<file path="src/rtl/xyz_pkg.sv">
// Shared types, constants and coefficient lookup for the RGB->XYZ sequencer.
// Coefficients are stored in Q0.12 and rescaled to the instance's COEF_FRAC.
package xyz_pkg;

    typedef enum logic [1:0] {
        IDLE = 2'd0,
        MAC  = 2'd1,
        DONE = 2'd2
    } state_t;

    localparam int                STEP_W    = 4;
    localparam int                COEF_Q    = 12;
    localparam logic [STEP_W-1:0] LAST_STEP = STEP_W'(8);

    // Coefficient for one MAC step: rows X,Y,Z in order, columns R,G,B within a row.
    function automatic logic [31:0] coef_scaled(input logic [STEP_W-1:0] step, input int frac);
        logic [31:0] base;
        case (step)
            4'd0:    base = 32'd1679;
            4'd1:    base = 32'd1475;
            4'd2:    base = 32'd737;
            4'd3:    base = 32'd860;
            4'd4:    base = 32'd2908;
            4'd5:    base = 32'd295;
            4'd6:    base = 32'd78;
            4'd7:    base = 32'd492;
            4'd8:    base = 32'd3891;
            default: base = 32'd0;
        endcase
        if (frac >= COEF_Q) begin
            return base << (frac - COEF_Q);
        end
        return base >> (COEF_Q - frac);
    endfunction

    // Colour channel used by a step: 0=R, 1=G, 2=B.
    function automatic logic [1:0] step_col(input logic [STEP_W-1:0] step);
        case (step)
            4'd0, 4'd3, 4'd6: return 2'd0;
            4'd1, 4'd4, 4'd7: return 2'd1;
            default:          return 2'd2;
        endcase
    endfunction

    // Output row a step contributes to: 0=X, 1=Y, 2=Z.
    function automatic logic [1:0] step_row(input logic [STEP_W-1:0] step);
        case (step)
            4'd0, 4'd1, 4'd2: return 2'd0;
            4'd3, 4'd4, 4'd5: return 2'd1;
            default:          return 2'd2;
        endcase
    endfunction

endpackage

</file>
<file path="src/rtl/xyz_mac.sv">
// Shared multiply-accumulate for the XYZ sequencer: 8-bit pixel times unsigned
// Q0.COEF_FRAC coefficient, registered accumulator, rounded row result.
// XYZ_SATURATE_EN defined: row result clamps to 255; otherwise the rounded
// value is truncated to OUT_W bits.
module xyz_mac #(
    parameter int COEF_FRAC = 12,
    parameter int OUT_W     = 9
) (
    input  logic                 clk,
    input  logic                 rst_n,
    input  logic                 en,
    input  logic                 clr,
    input  logic [7:0]           pix,
    input  logic [COEF_FRAC-1:0] coef,
    output logic [OUT_W-1:0]     result
);

    localparam int               PROD_W = 8 + COEF_FRAC;
    localparam int               ACC_W  = 10 + COEF_FRAC;
    localparam int               RES_W  = ACC_W - COEF_FRAC;
    localparam logic [ACC_W-1:0] ROUND  = ACC_W'(1) << (COEF_FRAC - 1);

    logic [PROD_W-1:0] prod;
    logic [ACC_W-1:0]  acc_q;
    logic [ACC_W-1:0]  sum;

    assign prod = PROD_W'(pix) * PROD_W'(coef);
    // clr starts a new row, so the product replaces rather than adds to the old total.
    assign sum  = (clr ? '0 : acc_q) + ACC_W'(prod);

    // Accumulator register, advanced once per enabled step.
    always_ff @(posedge clk) begin
        // NOTE: sequential state uses <= so every register samples pre-edge values.
        if (!rst_n) begin
            acc_q <= '0;
        end else if (en) begin
            acc_q <= sum;
        end
    end

`ifdef XYZ_SATURATE_EN
    logic [RES_W-1:0] row_val;

    assign row_val = RES_W'((sum + ROUND) >> COEF_FRAC);
    assign result  = (row_val > RES_W'(255)) ? OUT_W'(255) : OUT_W'(row_val[7:0]);
`else
    assign result  = OUT_W'((sum + ROUND) >> COEF_FRAC);
`endif

endmodule

</file>
<file path="src/rtl/xyz_convert_sequencer.sv">
// RGB->XYZ converter controller: captures one pixel, runs nine coefficient
// products through a single xyz_mac, then holds X/Y/Z until out_ready.
// Optional XYZ_SATURATE_EN clamps each row to 255 (handled inside xyz_mac).
module xyz_convert_sequencer
    import xyz_pkg::*;
#(
    parameter int COEF_FRAC = 12,
    parameter int OUT_W     = 9
) (
    input  logic             Clk,
    input  logic             Reset_n,
    input  logic             in_valid,
    output logic             in_ready,
    input  logic [7:0]       R_in,
    input  logic [7:0]       G_in,
    input  logic [7:0]       B_in,
    output logic             out_valid,
    input  logic             out_ready,
    output logic [OUT_W-1:0] X,
    output logic [OUT_W-1:0] Y,
    output logic [OUT_W-1:0] Z,
    output logic             busy
);

    state_t                 state_q;
    state_t                 state_d;
    logic [STEP_W-1:0]      step_q;
    logic [7:0]             r_q;
    logic [7:0]             g_q;
    logic [7:0]             b_q;
    logic [7:0]             pix;
    logic [COEF_FRAC-1:0]   coef;
    logic [1:0]             col;
    logic [1:0]             row;
    logic                   mac_en;
    logic                   mac_clr;
    logic                   row_end;
    logic [OUT_W-1:0]       row_res;
    logic [OUT_W-1:0]       x_q;
    logic [OUT_W-1:0]       y_q;
    logic [OUT_W-1:0]       z_q;

    assign col     = step_col(step_q);
    assign row     = step_row(step_q);
    assign coef    = COEF_FRAC'(coef_scaled(step_q, COEF_FRAC));
    assign mac_clr = (col == 2'd0);
    assign row_end = mac_en && (col == 2'd2);

    // State register.
    always_ff @(posedge Clk) begin
        if (!Reset_n) begin
            state_q <= IDLE;
        end else begin
            state_q <= state_d;
        end
    end

    // Next-state and handshake/control decode.
    always_comb begin
        // NOTE: every output gets a default first so no path leaves one unassigned (no latch).
        state_d  = state_q;
        in_ready = 1'b0;
        mac_en   = 1'b0;
        case (state_q)
            IDLE: begin
                in_ready = 1'b1;
                if (in_valid) begin
                    state_d = MAC;
                end
            end
            MAC: begin
                mac_en = 1'b1;
                if (step_q == LAST_STEP) begin
                    state_d = DONE;
                end
            end
            DONE: begin
                if (out_ready) begin
                    state_d = IDLE;
                end
            end
            default: state_d = IDLE;
        endcase
    end

    // Step counter: walks 0..8 while in MAC, parked at 0 otherwise.
    always_ff @(posedge Clk) begin
        if (!Reset_n) begin
            step_q <= '0;
        end else if (state_q == MAC && step_q != LAST_STEP) begin
            step_q <= step_q + STEP_W'(1);
        end else begin
            step_q <= '0;
        end
    end

    // Pixel capture on the accept edge.
    always_ff @(posedge Clk) begin
        // NOTE: pixel registers carry no reset; they are always loaded before the MAC reads them.
        if (state_q == IDLE && in_valid) begin
            r_q <= R_in;
            g_q <= G_in;
            b_q <= B_in;
        end
    end

    // Channel select for the current step.
    always_comb begin
        pix = r_q;
        case (col)
            2'd1:    pix = g_q;
            2'd2:    pix = b_q;
            default: pix = r_q;
        endcase
    end

    xyz_mac #(
        .COEF_FRAC (COEF_FRAC),
        .OUT_W     (OUT_W)
    ) u_mac (
        .clk    (Clk),
        .rst_n  (Reset_n),
        .en     (mac_en),
        .clr    (mac_clr),
        .pix    (pix),
        .coef   (coef),
        .result (row_res)
    );

    // Output registers, each written on the last step of its row.
    always_ff @(posedge Clk) begin
        if (!Reset_n) begin
            x_q <= '0;
            y_q <= '0;
            z_q <= '0;
        end else if (row_end) begin
            case (row)
                2'd0:    x_q <= row_res;
                2'd1:    y_q <= row_res;
                default: z_q <= row_res;
            endcase
        end
    end

    assign X         = x_q;
    assign Y         = y_q;
    assign Z         = z_q;
    assign out_valid = (state_q == DONE);
    assign busy      = (state_q != IDLE);

endmodule
</file>
<file path="config.mk">
export PLATFORM = sky130hd
export DESIGN_NAME = xyz_convert_sequencer
export DESIGN_NICKNAME = d
export VERILOG_FILES = /design/src/rtl/xyz_pkg.sv /design/src/rtl/xyz_mac.sv /design/src/rtl/xyz_convert_sequencer.sv
export SDC_FILE = /design/constraint.sdc
export NUM_CORES = 1
export LEC_CHECK = 0
export BUFFER_PORTS_ARGS = -buffer_cell sky130_fd_sc_hd__buf_2
export CORE_MARGIN = 5
export CORE_UTILIZATION = 45
export DETAILED_ROUTE_END_ITERATION = 10
export GPL_TIMING_DRIVEN = 0
export SLEW_MARGIN = 10
export SYNTH_ARGS = -nofsm -noshare
export SYNTH_HDL_FRONTEND = slang
export SYNTH_HIERARCHICAL = 1
export SYNTH_SLANG_ARGS = --single-unit
export TNS_END_PERCENT = 10
</file>
<file path="constraint.sdc">
create_clock -name Clk -period 18.7 [get_ports Clk]
set_input_delay 0 -clock Clk [delete_from_list [all_inputs] [get_ports Clk]]
set_output_delay 0 -clock Clk [all_outputs]
set_load 0.005 [all_outputs]
</file>
After elaboration in Yosys (flattened, before gate mapping)
Memories as Yosys holds them, arrays and structs flattened. A register that Yosys moved wholly into a read port is not among the register bits. Index checks and enable logic that the tools add are counted.

Bits in registers: 79. Bits in read-only memories: 192. Input port bits: 28. Output and inout port bits: 30. Logic and storage cells: 61. Memories: 1.

Memories: (name not given) (depth 16, width 12, rd ports 1, clocked after memory_dff 1, wr ports 0, line xyz_pkg.sv:18) `case (step)`.

$add $sub $neg: 3. Multiply operators: 1. Equal/unequal tests: 17. Mux-type cells: 11. Bitwise logic cells: 1. Reduce and logical (&&, ||, !) cells: 18.

Operator list (number): adder 22 x 20 -> 22 bit (1); 2-to-1 mux 22 bit (1); adder 21 x 12 -> 21 bit (second input constant) (1); multiplier 8 x 12 -> 20 bit (1); equality test 4 x 3 -> 1 bit (second input constant) (4); one-hot mux 8 bit (2 select lines) (1); OR reduction 3 bit (4); equality test 4 x 2 -> 1 bit (second input constant) (2); one-hot mux 2 bit (2 select lines) (2); AND reduction 2 bit (4); equality test 2 x 1 -> 1 bit (second input constant) (3); zero test 2 bit (3); 2-to-1 mux 2 bit (3); one-hot mux 2 bit (3 select lines) (1); adder 4 x 1 -> 4 bit (second input constant) (1); equality test 2 bit (second input constant) (2); equality test 4 x 1 -> 1 bit (second input constant) (1); equality test 4 bit (second input constant) (1); zero test 4 bit (1); 2-to-1 mux 4 bit (1); != test 2 bit (second input constant) (2); != test 4 bit (second input constant) (1); logical AND 1 bit (3); AND reduction 3 bit (1); other kinds (5) (6).

Logic depth before layout (Yosys ltp)
Depth after elaboration: 8. Gate-level depth with buffers: 29. Mapped depth without buffers: 27.

By module
The synthesis kept the hierarchy.

Modules (own cells, without submodules): xyz_mac (instances 1, cells each 564, area an instance 4839.6 um2, seq. area each 420.4 um2); xyz_convert_sequencer (instances 1, cells each 264, area an instance 2899.0 um2, seq. area each 1621.6 um2).

Worst setup path after synthesis
Ideal clock, no wire load.

Path type: reg-to-reg. Start point: reg step_q[0]. End point: reg z_q[8], in the netlist Z[8]. Setup time: 0.126 ns. Arrival: 6.258 ns. Required time: 18.574 ns. Setup slack: 12.316 ns. Cell stages (with the launch flop): 27. Path buffers: 3. Period minus slack after synthesis: 6.384 ns. Cells stage by stage: dfxtp_1 > ha_1 > buf_4 > nor2_1 > a211oi_2 > buf_2 > nand2_1 > o21ai_0 > clkbuf_1 > nand2_1 > fa_1 > inv_1 > fa_1 > fa_1 > inv_1 > fa_1 > inv_1 > ha_1 > a211o_1 > o2111ai_4 > a21oi_2 > or4_4 > nand3_2 > nand4_1 > xor2_1 > nand2_1 > o21ai_0.

Cells in the longest elaborated chain, start to end: 8. Elaborated cells between the ends (all ways): 28. Classes of those cells: add/sub (2); mul (1); eq/ne (10); mux (4); bitwise (1); reduce/logical (10).

RTL lines: start, declared (line xyz_convert_sequencer.sv:27) `logic [STEP_W-1:0] step_q;`; start signal, assigned (line xyz_convert_sequencer.sv:91) `step_q <= step_q + STEP_W'(1);`; equality test 4 x 3 -> 1 bit (tied with other cells) (line xyz_pkg.sv:38) `case (step)`; OR reduction 3 bit (line xyz_pkg.sv:38); one-hot mux 2 bit (2 select lines) * (line xyz_pkg.sv:38); equality test 2 bit / equality test 2 x 1 -> 1 bit (equally long branches) (line xyz_convert_sequencer.sv:110) `case (col)`; one-hot mux 8 bit (2 select lines) * (line xyz_convert_sequencer.sv:110); via pix[1] (line xyz_convert_sequencer.sv:31) `logic [7:0] pix;`; multiplier 8 x 12 -> 20 bit * (line xyz_mac.sv:27) `assign prod = PROD_W'(pix) * PROD_W'(coef);`; adder 22 x 20 -> 22 bit * (line xyz_mac.sv:29) `assign sum = (clr ? '0 : acc_q) + ACC_W'(prod);`; adder 21 x 12 -> 21 bit * (line xyz_mac.sv:47) `assign result = OUT_W'((sum + ROUND) >> COEF_FRAC);`; via row_res[8] (line xyz_convert_sequencer.sv:38) `logic [OUT_W-1:0] row_res;`; end signal, assigned (line xyz_convert_sequencer.sv:140) `default: z_q <= row_res;`; end, declared (line xyz_convert_sequencer.sv:41) `logic [OUT_W-1:0] z_q;`.

Mark *: on every way through the listed nets, which the timed path passes. The rest lies on a longest branch. A chain may end at the register's enable or synchronous reset.

Final worst setup path
Start point: reg step_q[0]. End point: reg z_q[7], in the netlist Z[7].

Cells in the longest elaborated chain, start to end: 8. Elaborated cells between the ends (all ways): 28. Classes of those cells: add/sub (2); mul (1); eq/ne (10); mux (4); bitwise (1); reduce/logical (10).

RTL lines: equality test 4 x 3 -> 1 bit (tied with other cells) (line xyz_pkg.sv:38); OR reduction 3 bit (line xyz_pkg.sv:38); one-hot mux 2 bit (2 select lines) * (line xyz_pkg.sv:38); equality test 2 bit / equality test 2 x 1 -> 1 bit (equally long branches) (line xyz_convert_sequencer.sv:110); one-hot mux 8 bit (2 select lines) * (line xyz_convert_sequencer.sv:110); via pix[1] (line xyz_convert_sequencer.sv:31); multiplier 8 x 12 -> 20 bit * (line xyz_mac.sv:27); adder 22 x 20 -> 22 bit * (line xyz_mac.sv:29); via u_mac.sum[12] (line xyz_mac.sv:25) `logic [ACC_W-1:0] sum;`; adder 21 x 12 -> 21 bit * (line xyz_mac.sv:47); via row_res[7] (line xyz_convert_sequencer.sv:38).

Marked as above.

==> impl_results.md <==
- Filler cell count in the final layout: ~1600
- Antenna diode count: 0
- Share of synthesized flip-flops with an asynchronous set or reset: 0%
- Multi-input gate area in the final layout: 5030 um^2
- Final-report max-slew violation count: 0
- Resized Gates After CTS: 0
- Count of non-filler cells in the finished layout: between 1000 and 1500
- Ports: 58
- Max cap viols: 0
- Register area: about 2000 um^2
- CP max stage cell: sky130_fd_sc_hd__a211oi_2
- Number of buffers and inverters on the critical path: 6
- Count of final hold-check violations: 0
- Worst setup timing slack at the placement stage: ~11000 ps
- Core utilization of the finished layout: between 50% and 60%
- GR Layer Usage met2: between 30 and 40%
- GP Congestion: between 0.8 and 0.9
- Synthesis-to-finish area growth: 14.7%
- Instance count of the mapped netlist: 828
- Sort of element at the start of the critical path: register
- Cells after DPL: between 1000 and 1500
- Fraction of layout cells with a size suffix above 1: about 11%
- Initial antenna violation count: 0
- Standard-cell rows: 48
- Met1 capacity usage during global routing: 23.4%
- Effective utilization at floorplan: 45.4%
- Post-Synthesis Mean Instance Area: ~9.3 um^2
- Post-synth EDFFs: 24
- Max-slew headroom: a little over a fifth
- Global route total overflow: 0
- Cell occurring most often along the worst timing path: sky130_fd_sc_hd__fa_1
- Part of the total power dissipated in the clock network: between 10% and 20%
- Count of final setup violators: 0
- GR Util All Layers: 18.4%
- Setup skew after layout: ~9.5 ps
- Syn Std Cell Area: between 7000 and 8000 um^2
- CTS root buffer: sky130_fd_sc_hd__clkbuf_16
- Number of nets in the final layout: about 1100
- Commonest register cell after synthesis: sky130_fd_sc_hd__dfxtp_1
- Fraction of power spent switching nets: 49.7%
- Largest net degree at the start of global routing: 26
- Combinational share of power: ~73%
- Most utilized layer in the global route result: met2
- Number of buffers on the longest clock path: 2
- Total of warnings raised by yosys: 6
- LEAKAGE: approximately 0.0042 uW
- Cell variety after synth: 64
- Net count after synthesis: 988
- Remaining number of nets flagged by the antenna check after routing: 0
- Port bufs: 57
- Fin crit share: between 40% and 50%
- Clock tree from TritonCTS: done
- Core region area: roughly 17000 um^2
- TritonCTS buffer count: 9
- Critical Path Fanout Max: 10
- Post-route DRC: 0
- Sequential share of the synthesized area: between 20% and 30%
- Register bit count reported by yosys: 90
- Wire length of the first global-routing pass: just under 30 mm
- Total negative setup slack: 0 ps
- Sw power: 802 uW
- Fmax: approximately 0.13 GHz
- Path type of the worst min-delay path: in2reg
- Clock network latency to the later pin of the worst-skew pair: between 300 and 400 ps
- Arrival time at the worst endpoint: between 7000 and 8000 ps
- Die Outline Area: approximately 20000 um^2
- Delay of the slowest cell on the worst path: 590 ps
- Maximum level of the CTS H-tree: 3
- Post-DP HPWL: 13.4 mm
- Floorplan die height: between 100 and 150 um
- IR drop worst, VDD: roughly 0.00018 V
- Internal Pwr Total: 810 uW
- Average wire per cell in the routed design: between 10 and 15 um
- Unrepaired setup endpoints after global routing: false
- Minimum hold slack: ~11 ps
- Final setup slack of the worst path: 11050 ps
- Slew of the pin with the lowest slew margin: between 1000 and 1500 ps
- Clock edge transition at the registers on the reported setup and hold paths: roughly 70 ps
- Power density of the placed cells: around 180 nW/um^2
- Sink count of the clock tree: 90
- Die width: about 140 um
- Result of the run: finished, final reports clean
- Sum of routed wire length over all layers: about 17 mm
- Critical path class: reg2reg
- Kind of cell with the highest combined delay on the critical path: adder cells
- Tmin final: approximately 7700 ps
- Met3 layer usage reported by global route: 2.92%
- First-pass detailed-route iteration total: 4
- Vias per Instance: 5.00
- Sequential group share of total power: about 15%
- Required time of the critical path: about 19000 ps
- Vias in the first global route: just over 6000
- Crit path capture type: register
- DRT iter0 DRCs: approximately 240
- Vias: between 5000 and 6000
kinds of logic after synthesis:
| group | share of synthesized area, % |
|---|---|
| simple gates | 18.9 |
| buf+inv | 8.55 |
| flops | 26.4 |
| compound gates | 8.29 |
| xor+xnor | 3.25 |
| mux | 5.69 |
| fa+ha+maj | 28.9 |
flip-flops by register name (all words and copies together) (netlist names), 4 cells and up:
name / flops
coef: 12
step_q: 4
Y: 9
u_mac/acc_q: 21
Z: 9
g_q: 8
b_q: 8
r_q: 8
X: 9
per-layer routing:
layer	vias to the layer above	share of wire, %
met2	88	51
li1	2845	-
met3	13	3.1
met1	2805	45
met4	0	1.2
met5	-	0
final cells by class:
cell class	instances	share of cell area (%)
plain buffers	31	1.62
clock buffers	9	2.54
clock inverters	7	1.10
inverters	138	5.83
multi-input cells	569	56.7
flip-flops and latches	90	23.0
well taps	225	3.17
repair buffers	82	6.03
worst paths after layout:
path,start,to,slack [ps],depth (start not counted)
worst min-delay path,out_ready,state_q[1]$_SDFFE_PN0P_,10,4
worst max-delay path,step_q[0]$_SDFF_PP0_,Z[7]$_SDFFE_PN0P_,11050,27
worst max register to register,step_q[0]$_SDFF_PP0_,Z[7]$_SDFFE_PN0P_,11050,27
worst min register to register,X[3]$_SDFFE_PN0P_,X[3]$_SDFFE_PN0P_,460,2
cells in the final DEF (no fill, tap or decap), types with 4 or more instances in the layout:
cell type	Yosys	routed
sky130_fd_sc_hd__nand3_1	17	17
sky130_fd_sc_hd__dlygate4sd3_1	0	25
sky130_fd_sc_hd__nand2_1	89	89
sky130_fd_sc_hd__a21o_1	7	7
sky130_fd_sc_hd__mux2i_1	44	44
sky130_fd_sc_hd__nand2b_1	16	16
sky130_fd_sc_hd__nor2_1	24	24
sky130_fd_sc_hd__clkbuf_1	22	22
sky130_fd_sc_hd__dfxtp_1	66	66
sky130_fd_sc_hd__nand3b_1	5	5
sky130_fd_sc_hd__a21oi_1	15	15
sky130_fd_sc_hd__o211ai_1	6	6
sky130_fd_sc_hd__nor2b_1	28	28
sky130_fd_sc_hd__buf_4	4	4
sky130_fd_sc_hd__xor2_1	9	9
sky130_fd_sc_hd__and2_1	65	65
sky130_fd_sc_hd__buf_2	4	61
sky130_fd_sc_hd__o21ai_0	25	25
sky130_fd_sc_hd__fa_1	78	78
sky130_fd_sc_hd__o22ai_1	4	4
sky130_fd_sc_hd__xnor2_1	11	11
sky130_fd_sc_hd__nor3_1	8	8
sky130_fd_sc_hd__ha_1	54	54
sky130_fd_sc_hd__nand4_1	5	5
sky130_fd_sc_hd__edfxtp_1	24	24
sky130_fd_sc_hd__clkbuf_16	0	9
sky130_fd_sc_hd__inv_1	137	137
power groups by stage:
stage | clock network (uW) | logic (uW) | registers [uW]
global route | 212 | 1350 | 245
CTS | 204 | 1180 | 243
detailed placement | 0 | 1170 | 247
floorplan | 0 | 909 | 243
global placement | 0 | 1170 | 247
finish | 199 | 1170 | 242
cell usage after synthesis, drive strengths merged, types with 19 or more instances:
library cell / instances / area (um^2)
nor2b: 28 / 175
edfxtp: 24 / 721
nand3: 19 / 105
o21ai: 29 / 149
nand2: 89 / 334
and2: 65 / 407
ha: 54 / 676
clkbuf: 22 / 82.6
dfxtp: 66 / 1320
nor2: 24 / 90.1
fa: 78 / 1560
mux2i: 44 / 440
inv: 138 / 518
timing repair:
item	4_1_cts	5_1_grt
hold endpoints to repair	26	0
setup buffers	0	0
setup endpoints to repair	0	0
hold buffers	25	0
metrics by stage:
stage	power [uW]	cell area, um^2
floorplan	1150	7740
global placement	1410	8310
detailed placement	1420	8310
CTS	1630	8880
global route	1810	8880
finish	1610	8880
tightest hold or removal path, stage by stage:
cell and delay [ps]:
sky130_fd_sc_hd__buf_2 90, sky130_fd_sc_hd__inv_1 40, sky130_fd_sc_hd__a22oi_1 70, sky130_fd_sc_hd__nor2b_1 110
(Power assumes the default switching activity.)
